## src/rtl/jk_pkg.sv

```systemverilog
// jk_pkg: command encodings, sequencer states and command-to-J/K mapping
package jk_pkg;
    localparam logic [1:0] CMD_HOLD = 2'b00;
    localparam logic [1:0] CMD_RST  = 2'b01;
    localparam logic [1:0] CMD_SET  = 2'b10;
    localparam logic [1:0] CMD_TGL  = 2'b11;
    typedef enum logic [1:0] {IDLE, SWEEP, FINISH} state_e;
    function automatic logic [1:0] cmd_jk(input logic [1:0] cmd);
        return {cmd == CMD_SET || cmd == CMD_TGL, cmd == CMD_RST || cmd == CMD_TGL};
    endfunction
endpackage

```

## src/rtl/jk_cell.sv

```systemverilog
// jk_cell: behavioural JK flip-flop with synchronous active-high reset
module jk_cell (
    input  logic clk1,
    input  logic rst,
    input  logic j,
    input  logic k,
    output logic q,
    output logic qinv
);
    always_ff @(posedge clk1)
        if (rst) q <= 1'b0;
        else q <= j ? (k ? ~q : 1'b1) : (k ? 1'b0 : q);
    assign qinv = ~q;
endmodule

```

## src/rtl/jk_bank_sequencer.sv

```systemverilog
// jk_bank_sequencer: round-robin command front end and toggle sweeper for a bank of JK cells
module jk_bank_sequencer
    import jk_pkg::*;
#(
    parameter int N   = 8,
    parameter int IDW = $clog2(N)
) (
    input  logic           clk1,
    input  logic           rst,
    input  logic           req0_valid,
    input  logic [1:0]     req0_cmd,
    input  logic [IDW-1:0] req0_idx,
    output logic           req0_ready,
    input  logic           req1_valid,
    input  logic [1:0]     req1_cmd,
    input  logic [IDW-1:0] req1_idx,
    output logic           req1_ready,
    input  logic           sweep_start,
    output logic           busy,
    output logic           done,
    output logic           grant_id,
    output logic [N-1:0]   q,
    output logic [N-1:0]   qinv
);
    state_e         state;
    logic           rr;
    logic [IDW-1:0] cnt;
    logic           pv;
    logic [1:0]     pcmd;
    logic [IDW-1:0] pidx;
    logic           open;
    logic           hs;
    // sweep_start wins the cycle it is seen, so no command can slip in alongside it
    assign open       = !rst && state == IDLE && !sweep_start;
    assign req0_ready = open && req0_valid && (!req1_valid || !rr);
    assign req1_ready = open && req1_valid && (!req0_valid || rr);
    assign hs         = req0_ready || req1_ready;
    assign busy       = state != IDLE || pv;
    always_ff @(posedge clk1) begin
        if (rst) begin
            state    <= IDLE;
            rr       <= 1'b0;
            cnt      <= '0;
            pv       <= 1'b0;
            pcmd     <= CMD_HOLD;
            pidx     <= '0;
            grant_id <= 1'b0;
            done     <= 1'b0;
        end else begin
            pv   <= hs;
            done <= state == SWEEP && cnt == IDW'(N - 1);
            if (hs) begin
                {pcmd, pidx} <= req1_ready ? {req1_cmd, req1_idx} : {req0_cmd, req0_idx};
                grant_id     <= req1_ready;
            end
            if (hs && req0_valid && req1_valid) rr <= ~rr;
            unique case (state)
                IDLE: if (sweep_start) begin
                    state <= SWEEP;
                    cnt   <= '0;
                end
                SWEEP: begin
                    cnt <= cnt + 1'b1;
                    if (cnt == IDW'(N - 1)) state <= FINISH;
                end
                FINISH:  state <= IDLE;
                default: state <= IDLE;
            endcase
        end
    end
    for (genvar g = 0; g < N; g++) begin : g_cell
        logic [1:0] jk;
        assign jk = (state == SWEEP && cnt == IDW'(g)) ? 2'b11 :
                    (pv && pidx == IDW'(g))            ? cmd_jk(pcmd) : 2'b00;
        jk_cell u_cell (
            .clk1 (clk1),
            .rst  (rst),
            .j    (jk[1]),
            .k    (jk[0]),
            .q    (q[g]),
            .qinv (qinv[g])
        );
    end
endmodule

```

## config.mk

```make
export PLATFORM = sky130hd
export DESIGN_NAME = jk_bank_sequencer
export DESIGN_NICKNAME = d
export VERILOG_FILES = /design/src/rtl/jk_pkg.sv /design/src/rtl/jk_cell.sv /design/src/rtl/jk_bank_sequencer.sv
export SDC_FILE = /design/constraint.sdc
export NUM_CORES = 1
export LEC_CHECK = 0
export CAP_MARGIN = 20
export CORE_UTILIZATION = 43
export CTS_CLUSTER_DIAMETER = 100
export CTS_CLUSTER_SIZE = 28
export DETAILED_ROUTE_END_ITERATION = 7
export PLACE_DENSITY = 0.76
export SLEW_MARGIN = 15
export SYNTH_ARGS = -nofsm -noshare
export SYNTH_HDL_FRONTEND = slang
export SYNTH_SLANG_ARGS = --single-unit
```

## constraint.sdc

```tcl
create_clock -name clk1 -period 1.4 [get_ports clk1]
set_input_delay 0.14 -clock clk1 [delete_from_list [all_inputs] [get_ports clk1]]
set_output_delay 0.14 -clock clk1 [all_outputs]
set_load 0.005 [all_outputs]
```

# Yosys cells after proc, flatten, opt, wreduce, memory -nomap -nowiden
# Cells that the tools add are included.
# word_totals
out_inout_bits	21
register_bits	22
word_cells	142
# op_classes
n_eq_ne	20
n_bitwise	9
reduce_logical	50
add_sub_neg	1
mux	46
# ops
cell	count
2-to-1 mux 2 bit	18
equality test 3 bit (second input constant)	8
logical AND 1 bit	24
2-to-1 mux 1 bit	24
nonzero test 2 bit	10
equality test 3 x 2 -> 1 bit (second input constant)	4
NOT 1 bit	9
equality test 3 x 1 -> 1 bit (second input constant)	2
logical NOT 3 bit	2
logical OR 1 bit	6
one-hot mux 3 bit (2 select lines)	1
logical NOT 1 bit	5
2-to-1 mux 5 bit	1
equality test 2 x 1 -> 1 bit (second input constant)	2
equality test 2 bit (second input constant)	2
one-hot mux 2 bit (2 select lines)	1
AND reduction 2 bit	2
adder 3 x 1 -> 3 bit (second input constant)	1
2-to-1 mux 3 bit	1
logical NOT 2 bit	1
inequality test 2 x 1 -> 1 bit (second input constant)	1
inequality test 2 bit (second input constant)	1

# Longest topological paths before layout
# Gate-level depths: netlist of the first run.
# depth
word_depth	8
mapped_depth	5

# Hierarchy
# From an unflattened synthesis of the first run, not the netlist that was laid out.
# unflattened
cells_unflattened	145
hier_area_um2	1138.6
# by_module_without_submodules
module	instances	cells_per_inst	seq_area_each_um2	area_per_inst_um2
jk_bank_sequencer	1	113	280.3	858.3
jk_cell	8	4	20.0	35.0

# Least setup slack after synthesis of the first run
# Ideal clock, no wire load.
# synth_timing
path_kind	flip-flop to flip-flop
startpoint	register state[0]
endpoint	register pcmd[0]
arrival_time_ns	1.290
required_ns	1.265
slack_ns	-0.025
stages_incl_launch_ff	5
period_less_slack_ns	1.425
n_path_buf	1
path_cell_list	dfxtp_1 -> or4_1 -> buf_2 -> o31ai_1 -> a311oi_1
# synth_via
elab_chain_cells	6
word_cells_on_any_way	9
# synth_lines
element	line	rtl
start, declared	jk_bank_sequencer.sv:25	state_e state;
start signal, assigned	jk_bank_sequencer.sv:41	state <= IDLE;
start signal, assigned	jk_bank_sequencer.sv:59	state <= SWEEP;
start signal, assigned	jk_bank_sequencer.sv:64	if (cnt == IDW'(N - 1)) state <= FINISH;
logical NOT 2 bit *	jk_bank_sequencer.sv:34	assign open = !rst && state == IDLE && !sweep_start;
logical AND 1 bit * (2 in a row)	jk_bank_sequencer.sv:34	
logical AND 1 bit (on tied branches) (2 in a row)	jk_bank_sequencer.sv:36, jk_bank_sequencer.sv:35	
2-to-1 mux 5 bit or logical OR 1 bit (tied branches)	jk_bank_sequencer.sv:53, jk_bank_sequencer.sv:37	
end signal, assigned	jk_bank_sequencer.sv:53	{pcmd, pidx} <= req1_ready ? {req1_cmd, req1_idx} : {req0_cmd, req0_idx};
end, declared	jk_bank_sequencer.sv:29	logic [1:0] pcmd;
# Mark *: on every way between the ends. The rest lies on a longest branch, timed or not.
# A chain may end at the register's enable or synchronous reset.

# Final worst setup path of the first run
# layout_timing
startpoint	register state[0]
endpoint	output port req0_ready
# layout_via
elab_chain_cells	5
# layout_lines
element	line	rtl
logical NOT 2 bit	jk_bank_sequencer.sv:34	
logical AND 1 bit (2 in a row)	jk_bank_sequencer.sv:34	
logical AND 1 bit (2 in a row)	jk_bank_sequencer.sv:35	assign req0_ready = open && req0_valid && (!req1_valid || !rr);
end, declared	jk_bank_sequencer.sv:13	output logic req0_ready,
# Every way passes these cells.

==> out/metrics.cfg, run 1 <==
[global_route]
grt_max_degree = 23
first_global_vias = 1226
grt_pass1_wl_um = 5730
antenna_found_initial = 0
grtUsageTotal_pct = 21.8
grt-ovfl-total = 0

[critical_path]
critical_path.top_delay_family = simple AND/OR/NAND/NOR gates
cp.arrival_ns = 1.46
path_buf_inv = 1
path_max_fanout = 2
end_kind = output port
required_ns = 1.26
r2r_start = state[0]
cp-start-kind = flop
slowest_stage = or4_4
critPathMaxStageDelay_ns = 0.52
crit_start = state[0]
cp_cell_sequence = or4_4 > a211oi_2 > buf_2
critPathKind = reg2out

[cells_and_area]
synthToLayoutAreaGrowth_pct = 45.7
n_fill_cell = 249
multi_input_area_um2 = 831
nets = 224
register_area_um2 = 464
n_antenna_cell = 0
drive_gt1_share_pct = 32.8

[power]
p_per_area_nw_per_um2 = 630
irDropWorstVdd_mv = 0.553
clock_power_share_pct = 22.3
switching_share_pct = 27.3
seqPwrFrac_pct = 53.8
p_leak_nw = 0.740
internal_power_mw = 0.913
combPwrFrac_pct = 23.9
switchingPower_mw = 0.344

[logic_synthesis]
ys_types = 41
synth_area_per_cell_um2 = 8.56
syn_area_um2 = 1370
synthFlopType = dfxtp_1
synth_area_leaders = dfxtp_1 (32%), buf_4 (8.8%), ha_1 (5.5%)
synth_edf_count = 0
synth_seq_area_share_pct = 32.2
syn_inst = 160
synthesis.nets = 181
synth.most_common_cell = dfxtp_1
yosysTopAreaCellShare_pct = 32.2
async_flop_share_pct = 0
netlist_top_cells_count = dfxtp_1 (22), inv_1 (17), buf_4 (16)
yosysTopAreaCell = dfxtp_1
yosys_warnings = 0
synth_seq_cells = 22

[drt]
drtAntennaViolNets = 0
vias_per_cell = 5.43
drc = 0
initialDrtViolationCount = 49
wl_per_cell_um = 14.9
drtPass1Iterations = 4
totalWireLength_um = 3650
vias = 1331

[sta]
finalSetupViolCount = 9
relSlewSlack_pct = 78.7
worstMarginPinSlew_ns = 0.319
rsz0062_at_grt = yes
timing.fmax_mhz = 626
tns_ns = -0.963
clock-skew-final_ns = 0.00725
timing.final.ws_setup_ns = -0.197
hold_viol = 0
period_share_pct = 114
fin_crit_ns = 1.60
slew_viol_final = 0

[clock_network]
cts_root_buffer = clkbuf_4
cts_buffers = 3
htreeDepth = 1
cts_tree = built
worstSkewPairLatency_ns = 0.31
holdBufCountCts = 0
cts_buffer_depth = 2
clkTransAtPathRegs_ns = 0.11
cts_num_sinks = 22

[placed_design]
gp_congestion = 0.828
port-buffer-count = 35
dp_hpwl_um = 2630
place_ws_ns = -0.640

[floorplan]
die_w_um = 58.4
num_rows = 20
fp.dieH_um = 58.4
die_area_um2 = 3410
start_util_pct = 45.2
io-pin-count = 36
core_um2 = 3030

[flow_run]
cap_violations = 0

[min_path]
hp-class = in2reg
hp-start = req1_idx[2]

[status]
violations = negative setup slack
outcome = finished with violations

==> state kept, by name (all words and copies together), names as in the netlist <==
name / flops
pv: 1
pcmd: 2
rr: 1
grant_id: 1
pidx: 3
state: 2
g_cell.u_cell.q: 8
cnt: 3
done: 1
==> worst register-to-register path: cells and delay by family (launching register included) <==
family | cells | cell delay (ns)
flip-flops | 1 | 0.34
AND/OR/NAND/NOR | 1 | 0.52
AO/OA/AOI/OAI | 2 | 0.34
buffers and inverters | 1 | 0.20
==> final cells by class <==
type                            count  area share [%]
Multi-Input combinational cell     98            41.7
Tap cell                           44            2.76
Clock buffer                        3            1.13
Sequential cell                    22            23.3
Timing Repair Buffer               61            28.0
Inverter                           17            3.20
==> per-stage QoR <==
step	area [um^2]	util, %	power, mW	std cells	hold slack (ns)
after floorplan	1380	-	0.819	160	0.311
after global placement	1780	58.8	0.939	237	0.453
after detailed placement	1780	58.8	0.953	237	0.458
after CTS	1860	61.4	1.25	241	0.415
after global routing	1990	65.9	1.33	245	0.421
final	1990	65.9	1.26	245	0.432
==> cells in the final DEF, fill, tap and decap left out, types with 2 or more instances in the layout <==
cell type and n:
a211oi_1 5, nor2_1 7, a22oi_1 2, nand4_1 5, buf_2 3, mux2i_1 2
ha_2 2, clkbuf_4 3, a211oi_2 3, dfxtp_4 3, nand3b_1 3, nand3_1 5
o31ai_2 5, o21ai_1 3, a21oi_1 9, nand4bb_1 2, buf_4 21, buf_6 4
o21ai_0 3, o211a_1 4, inv_1 16, nor3_1 2, dfxtp_1 9, dfxtp_2 10
ha_1 4, nand4b_1 2, nand2b_1 4, clkdlybuf4s50_1 26, dlymetal6s2s_1 6, a311oi_1 5
==> power by group through the flow <==
stage | clock [mW] | combinational [mW] | sequential [mW]
3_5_place_dp | 0 | 0.262 | 0.691
6_report | 0.280 | 0.300 | 0.677
3_3_place_gp | 0 | 0.251 | 0.688
4_1_cts | 0.294 | 0.275 | 0.677
5_1_grt | 0.322 | 0.324 | 0.681
2_1_floorplan | 0 | 0.134 | 0.685
==> kinds of logic (layout without fill, tap and decap cells) <==
| group | count (synthesis) | count (layout) | synth area share (%) |
|---|---|---|---|
| DFF | 22 | 22 | 32.2 |
| and+or+nand+nor | 43 | 43 | 20.4 |
| buffers and inverters | 40 | 81 | 15.7 |
| muxes | 2 | 2 | 1.46 |
| AOI/OAI and AO/OA | 47 | 47 | 24.8 |
| adders and majority gates | 6 | 6 | 5.48 |
==> worst paths after layout <==
check | end | slack [ns] | cells past startpoint
worst max-delay path | req0_ready | -0.20 | 3
worst min-delay path | pidx[2] | 0.43 | 3
worst max register to register | pcmd[1] | -0.12 | 4
worst min register to register | g_cell[6].u_cell.q | 0.44 | 1
==> what timing repair did <==
| item | CTS | global route |
|---|---|---|
| setup endpoints to repair | 12 | 29 |
| pin swaps | 6 | 5 |
| setup buffers | 1 | 4 |
| gates resized for setup | 23 | 39 |
| cloned | 0 | 1 |
==> routing by layer <==
metal	routed length, um	track usage, %
met4	65	8.16
met3	180	5.49
met1	1600	27.7
met2	1800	35.8
met5	0	0
No activity file was read; power rests on OpenSTA's default activity.
==> run 2: changes to the inputs <==
--- a/config.mk
+++ b/config.mk
@@ -11,7 +11,7 @@
 export CTS_CLUSTER_SIZE = 28
 export DETAILED_ROUTE_END_ITERATION = 7
 export PLACE_DENSITY = 0.76
-export SLEW_MARGIN = 15
+export SLEW_MARGIN = 20
 export SYNTH_ARGS = -nofsm -noshare
 export SYNTH_HDL_FRONTEND = slang
 export SYNTH_SLANG_ARGS = --single-unit
==> results of run 2 <==
Same layout as run 1: the final DEF is identical, and so are final timing and power.
==> run 3: changes to the inputs <==
==> constraint.sdc (replaced) <==
create_clock -name clk1 -period 1.4 [get_ports clk1]
set_input_delay 0.14 -clock clk1 [delete_from_list [all_inputs] [get_ports clk1]]
set_output_delay 0.14 -clock clk1 [all_outputs]
set_load 0.05 [all_outputs]
==> run 3 against run 2 <==
  * The flow still finishes with violations (negative setup slack)
  * Total power is 17% higher
  * Die area stayed put
  * Non-clock buffer count shrank 2
  * Largest cell class unchanged
  * Critical endpoint unchanged
  * First-iteration DRC count grew 49%
  * Register-to-register slack worse by 0.19 ns
  * Sequential share of layout area fell by 3.3 points
==> out/metrics.cfg, run 3 (synthesis results as in run 1) <==
[status]
outcome = finished with violations
violations = negative setup slack

[global_route]
antenna_found_initial = 0
grt_pass1_wl_um = 6220
grtUsageTotal_pct = 24.0
grt_max_degree = 23
grt-ovfl-total = 0
first_global_vias = 1285

[drt]
drc = 0
vias = 1427
drtAntennaViolNets = 0
totalWireLength_um = 4210
wl_met2_um = 2130
m1WireLength_um = 1630
wl_met3_um = 267
drtPass1Iterations = 5
maxUsedRoutingLayer = met4
vias_per_cell = 5.85
initialDrtViolationCount = 73
wl_per_cell_um = 17.3

[cells_and_area]
post-route-util_pct = 73.5
nets = 222
largest_register = g_cell.u_cell.q
most-common-layout-cells = dfxtp_1 (18), buf_12 (18), buf_4 (18)
n_antenna_cell = 0
synthToLayoutAreaGrowth_pct = 62.6
final_cells = 244
reg_top3 = g_cell.u_cell.q x8, cnt x3, pidx x3
drive_gt1_share_pct = 40.5
largest_reg_flops = 8

[placed_design]
place_ws_ns = -0.481
dp_hpwl_um = 2600
dp.cells = 232
gp_congestion = 0.872
port-buffer-count = 35

[critical_path]
required_ns = 1.26
critical_path.top_delay_family = buffers and inverters
slowest_stage = or4_4
cp.arrival_ns = 1.61
r2r_start = state[1]
crit_start = sweep_start
path_max_fanout = 4
r2r_end = pidx[1]
cp-endpoint = req0_ready
ff2ff_path_depth = 5
critPathKind = in2out
crit_cells = 4
path_buf_inv = 2
cp-start-kind = input port
cp_cell_sequence = clkdlybuf4s50_1 > or4_4 > a211oi_4 > buf_12
reg2reg_setup_slack_ns = -0.31
end_kind = output port
critPathMaxStageDelay_ns = 0.56

[power]
irDropWorstVdd_mv = 0.514
seqPwrFrac_pct = 46.6
internal_power_mw = 1.01
switchingPower_mw = 0.467
switching_share_pct = 31.6
combPwrFrac_pct = 28.1
p_per_area_nw_per_um2 = 663
clock_power_share_pct = 25.3
p_leak_nw = 0.835

[clock_network]
cts_buffers = 3
worstSkewPairLatency_ns = 0.34
cts_num_sinks = 22
htreeDepth = 1
cts_root_buffer = clkbuf_4
cts_tree = built
clkTransAtPathRegs_ns = 0.13
cts_buffer_depth = 2
holdBufCountCts = 0

[floorplan]
core_um2 = 3030
die_area_um2 = 3410
die_w_um = 58.4
fp.dieH_um = 58.4
start_util_pct = 45.2
num_rows = 20
io-pin-count = 36

[sta]
worstMarginPinSlew_ns = 0.431
period_share_pct = 125
timing.final.ws_setup_ns = -0.354
relSlewSlack_pct = 71.2
fin_crit_ns = 1.75
timing.fmax_mhz = 570
rsz0062_at_grt = yes
whs_ns = 0.411
clock-skew-final_ns = 0.0110
finalSetupViolCount = 10
slew_viol_final = 0
hold_viol = 0

[min_path]
hp-start = req1_idx[2]
hp-class = in2reg

[flow_run]
cap_violations = 0

-- run 3: cell types whose count changed in the layout (fill, tap and decap cells not counted), sizes merged --
cell / previous run / this run
dlymetal6s2s: 6 / 0
clkdlybuf4s50: 26 / 14
inv: 17 / 16
clkinvlp: 0 / 1
buf: 28 / 45
-- run 3: layout make-up --
type                            instances  area (um^2)
Clock buffer                            4         36.3
Fill cell                             202          802
Inverter                               17         67.6
Multi-Input combinational cell         98          877
Sequential cell                        22          445
Tap cell                               44         55.1
Timing Repair Buffer                   59          744
-- run 3: per-stage QoR --
step / power (mW) / TNS [ns] / cell area (um^2)
4_1_cts: 1.42 / -2.01 / 2050
3_3_place_gp: 1.02 / -2.86 / 1930
2_1_floorplan: 0.879 / -0.203 / 1390
5_1_grt: 1.52 / -3.05 / 2230
3_5_place_dp: 1.03 / -3.72 / 1930
6_report: 1.48 / -2.57 / 2230
-- run 3: routing by layer --
| metal | vias up | global-route usage [%] |
|---|---|---|
| met5 | - | 0 |
| met2 | 70 | 43.0 |
| li1 | 658 | - |
| met4 | 0 | 8.16 |
| met1 | 677 | 28.1 |
| met3 | 22 | 5.71 |
-- run 3: timing repair --
action / 4_1_cts / 5_1_grt
endpoints found under the setup margin: 10 / 13
pin swaps: 5 / 13
setup buffers: 2 / 8
resized for setup: 17 / 29
cloned: 0 / 0
-- run 3: how the worst min path moves through the flow --
stage / end / slack, ns / depth (start not counted)
after detailed placement: grant_id / 0.49 / 2
final: pidx[2] / 0.41 / 3
after global placement: grant_id / 0.49 / 2
after floorplan: pcmd[1] / 0.31 / 2
after CTS: pcmd[1] / 0.40 / 3
after global routing: pidx[0] / 0.41 / 3
-- run 3: power by group through the flow --
stage                     clock (mW)  sequential (mW)  combinational, mW
after global routing           0.395            0.692              0.434
after detailed placement           0            0.696              0.337
final                          0.373            0.687              0.415
after floorplan                    0            0.689              0.190
after global placement             0            0.694              0.324
after CTS                      0.368            0.683              0.364
-- run 3: worst reg2reg max path: cells and delay by family (launching register included) --
| family | cells | cell delay, ns |
|---|---|---|
| simple gates | 1 | 0.54 |
| flops | 1 | 0.35 |
| buf+inv | 2 | 0.31 |
| compound gates | 2 | 0.40 |
